<file path="config.mk">
export PLATFORM = sky130hd
export DESIGN_NAME = mux_4to1_dec_buf_flat
export DESIGN_NICKNAME = d
export VERILOG_FILES = /design/src/rtl/mux_4to1_dec_buf_if.sv /design/src/rtl/mux_4to1_dec_buf.sv /design/src/flat_wrapper.sv
export SDC_FILE = /design/constraint.sdc
export NUM_CORES = 1
export LEC_CHECK = 0
export CAP_MARGIN = 5
export CORE_AREA = 2 2 39 41
export DETAILED_ROUTE_END_ITERATION = 16
export DIE_AREA = 0 0 41 43
export GPL_TIMING_DRIVEN = 1
export PLACE_DENSITY = 0.46
export SYNTH_ARGS = -nofsm -noshare
export SYNTH_HDL_FRONTEND = slang
export SYNTH_SLANG_ARGS = --single-unit
export TNS_END_PERCENT = 1
</file>
<file path="constraint.sdc">
create_clock -name clk -period 1 [get_ports clk]
set_input_delay 0.3 -clock clk [delete_from_list [all_inputs] [get_ports clk]]
set_output_delay 0.3 -clock clk [all_outputs]
set_load 0.005 [all_outputs]
</file>
<file path="src/rtl/mux_4to1_dec_buf_if.sv">
// rtl/mux_4to1_dec_buf_if.sv - lane/select bundle for the registered 4:1 decoder-buffer selector
interface mux_4to1_dec_buf_if #(
    parameter int WIDTH = 1
);
    logic [4*WIDTH-1:0] in;
    logic [1:0]         sel;
    logic [WIDTH-1:0]   y;
    logic [3:0]         sel_onehot;

    modport master (
        output in,
        output sel,
        input  y,
        input  sel_onehot
    );

    modport slave (
        input  in,
        input  sel,
        output y,
        output sel_onehot
    );
endinterface

</file>
<file path="src/rtl/mux_4to1_dec_buf.sv">
// rtl/mux_4to1_dec_buf.sv - registered 4:1 selector: one-hot decoder, AND-gated lane buffers, OR combine
module mux_4to1_dec_buf #(
    parameter int WIDTH = 1
) (
    input  logic                  clk,
    input  logic                  rst,
    mux_4to1_dec_buf_if.slave     bus
);

    logic [3:0]       sel_onehot_d;
    logic [3:0]       sel_onehot_q;
    logic [WIDTH-1:0] lane_buf [4];
    logic [WIDTH-1:0] mux_d;
    logic [WIDTH-1:0] y_q;

    always_comb begin
        sel_onehot_d = '0;
        for (int k = 0; k < 4; k++) begin
            sel_onehot_d[k] = (bus.sel == 2'(k));
        end
    end

    // Buffers are AND gates, so a deselected lane contributes zeros to the OR bus.
    always_comb begin
        for (int k = 0; k < 4; k++) begin
            lane_buf[k] = {WIDTH{sel_onehot_d[k]}} & bus.in[k*WIDTH +: WIDTH];
        end
    end

    always_comb begin
        mux_d = '0;
        for (int k = 0; k < 4; k++) begin
            mux_d = mux_d | lane_buf[k];
        end
    end

    always_ff @(posedge clk) begin
        if (rst) begin
            y_q          <= '0;
            sel_onehot_q <= 4'b0000;
        end else begin
            y_q          <= mux_d;
            sel_onehot_q <= sel_onehot_d;
        end
    end

    assign bus.y          = y_q;
    assign bus.sel_onehot = sel_onehot_q;

endmodule

</file>
<file path="src/flat_wrapper.sv">
// flat-port wrapper written by rule: the top's interface ports become plain ports
module mux_4to1_dec_buf_flat 
#(
    parameter int WIDTH = 1
)
  (clk, rst, bus_in, bus_sel, bus_y, bus_sel_onehot);
  mux_4to1_dec_buf_if #(.WIDTH(WIDTH)) bus_i ();
  input  logic clk;
  input  logic rst;
  input wire logic [$bits(bus_i.in)-1:0] bus_in;
  input wire logic [$bits(bus_i.sel)-1:0] bus_sel;
  output wire logic [$bits(bus_i.y)-1:0] bus_y;
  output wire logic [$bits(bus_i.sel_onehot)-1:0] bus_sel_onehot;
  assign bus_i.in = bus_in;
  assign bus_i.sel = bus_sel;
  assign bus_y = bus_i.y;
  assign bus_sel_onehot = bus_i.sel_onehot;
  mux_4to1_dec_buf #(.WIDTH(WIDTH)) u_core (.clk(clk), .rst(rst), .bus(bus_i));
endmodule
</file>
==> impl_metrics.tcl <==
set metrics [dict create \
    outcome "completed" \
    tightest_slew_ns 0.149 \
    ant_nets 0 \
    drc 0 \
    cp.arrival_ns 1.12 \
    n_antenna_cell 0 \
    critPathLaunchType "primary input" \
    grt_use_met3_pct 6.81 \
    synth_top_area_share_pct 60.2 \
    rsz0062_at_grt "false" \
    hold_depth 3 \
    drv_cap 0 \
    synth_flop_cell "dfxtp_1" \
    ys_top_cells_by_count "dfxtp_1 (5), nor3b_1 (2)" \
    overflow 0 \
    clock_power_share_pct 45.4 \
    dp_slack_ns -0.545 \
    grt_max_degree 5 \
    relSlewSlack_pct 90.0 \
    synth_top_cell_by_area "dfxtp_1" \
    root_buffer "clkbuf_4" \
    die-area_sq_um 1760 \
    power_frac_seq_pct 42.0 \
    row_count 14 \
    p_total_uw 505 \
    wirelength_um 374 \
    vias 161 \
    p_leak_uw 0.000154 \
    power.density_nw_per_um2 1580 \
    drv_slew 0 \
    met1_usage_pct 5.52 \
    drt_iter0_drc 0 \
    viasPerCell 3.50 \
    p_sw_uw 100 \
    synth_edf_count 0 \
    clk_pin_slew_ns 0.04 \
    irDropWorstVdd_v 0.000332 \
    top_usage_layer "met4" \
    cts_buffers 3 \
    ys_async_sr_fraction_pct 0 \
    syn-cell-area_sq_um 166 \
    grt_pass1_wl_um 565 \
    cts_num_sinks 5 \
    gp_congestion 0.605 \
    portBuffers 12 \
    area_growth_pct 91.7 \
    max_freq_ghz 1.02 \
    grtUsageMet2_pct 5.31 \
    period_minus_slack_ns 0.981 \
    synth_area_per_cell_sq_um 15.1 \
    yosys_warnings 0 \
    synth_cell_types 6 \
    fill_cells 158 \
    die_y_um 43 \
    first_pass_iters 1 \
    grtUsageTotal_pct 5.94 \
    hold_end "u_core.bus.sel_onehot[1]$_SDFF_PP0_" \
    synthTopCellsByArea "dfxtp_1 (60%), mux4_2 (14%), nor3b_1 (9.0%), nor2b_4 (8.3%), and3b_2 (6.0%)" \
    cts_max_level 1 \
    io_pins 13 \
    critPathKind "primary input to flip-flop" \
    hold_violations 0 \
    period_share_pct 98.1 \
    start_util_pct 12.0 \
    final_nets 39 \
    p_int_uw 404 \
    antenna_found_initial 0 \
    comb_power_share_pct 12.7 \
    first_global_vias 145 \
    critPathRequiredTime_ns 1.14 \
    cp_max_fo 1 \
    tritoncts "done" \
    hp-class "primary input to flip-flop" \
    core-area_sq_um 1380 \
    setup.worst_path.end_class "flip-flop" \
    layout-drive-gt1-share_pct 50.0 \
    hold_start "bus_sel[1]" \
    wl_per_cell_um 8.13 \
    synth_seq_cells 5 \
    die_w_um 41 \
    yosysMostFrequentCell "dfxtp_1" \
    switching_share_pct 19.9 \
    syn_inst 11 \
    holdWs_ns 0.367 \
    ctsHoldBuffers 0 \
    fin_ws_ns 0.0186 \
    tns_ns 0 \
    setup_viol_count_final 0 \
    seq_area_frac_synth_pct 60.2 \
    syn_nets 19 \
    cts.path.max_buffers 2 \
]
-- layout make-up --
cell class              count  area [sq um]  area share (%)
well taps                  16          20.0            6.27
repair buffers             15           106            33.3
flip-flops and latches      5           100            31.4
multi-input cells           6          66.3            20.8
clock buffers               4          26.3            8.24
-- how the worst max path moves through the flow --
stage | startpoint | end | slack, ns | depth (start not counted)
finish | bus_in[3] | u_core.bus.y$_SDFF_PP0_ | 0.02 | 3
global route | bus_in[3] | u_core.bus.y$_SDFF_PP0_ | 0.01 | 3
CTS | u_core.bus.sel_onehot[1]$_SDFF_PP0_ | bus_sel_onehot[1] | -0.04 | 1
detailed placement | bus_sel[1] | u_core.bus.y$_SDFF_PP0_ | -0.55 | 3
global placement | bus_sel[1] | u_core.bus.y$_SDFF_PP0_ | -0.53 | 3
floorplan | bus_sel[1] | u_core.bus.y$_SDFF_PP0_ | 0.001 | 2
-- worst max-delay path: stages --
cell and delay [ns]:
dlygate4sd2_1 0.23, mux4_2 0.45, nor2b_4 0.13
-- per-layer routing --
metal | vias up | wire (um)
li1 | 77 | -
met1 | 65 | 143
met2 | 15 | 103
met3 | 4 | 100
met4 | 0 | 27
met5 | - | 0
-- power groups by stage --
stage | logic, uW | clock network [uW] | registers (uW)
6_report | 64.0 | 229 | 212
5_1_grt | 69.5 | 259 | 212
4_1_cts | 66.8 | 240 | 212
3_5_place_dp | 82.6 | 0 | 216
3_3_place_gp | 81.8 | 0 | 216
2_1_floorplan | 18.1 | 0 | 217
-- metrics by stage --
| step | instances | utilization, % | instance area (sq um) |
|---|---|---|---|
| 6_report | 46 | 23.1 | 319 |
| 5_1_grt | 46 | 23.1 | 319 |
| 4_1_cts | 46 | 23.8 | 329 |
| 3_5_place_dp | 42 | 23.8 | 329 |
| 3_3_place_gp | 42 | 23.8 | 329 |
| 2_1_floorplan | 11 | - | 166 |
-- flip-flops by register name, indices dropped and copies added, names as in the netlist --
register	cells
u_core.bus.sel_onehot	4
u_core.bus.y	1
-- cells in the final DEF (no fill, tap or decap) --
cell / n
nor3_1: 1
clkbuf_4: 3
nor2b_4: 1
clkbuf_1: 1
dlygate4sd2_1: 5
dfxtp_1: 5
buf_2: 4
clkdlybuf4s50_1: 1
mux4_2: 1
clkbuf_2: 2
buf_4: 3
nor3b_1: 2
and3b_2: 1
-- what timing repair did --
item | CTS | global route
gates cloned | 0 | 0
setup endpoints to repair | 6 | 2
endpoints found under the hold margin | 0 | 0
resized for setup | 25 | 2
setup buffers | 0 | 0
-- cells by family (layout without fill, tap and decap cells) --
group                  after synthesis  count (layout)  share of synthesized area, %
buffers and inverters                0              19                             0
DFF                                  5               5                          60.2
muxes                                1               1                          13.5
and+or+nand+nor                      5               5                          26.3
Note: power is estimated with default switching activity, not from simulation.
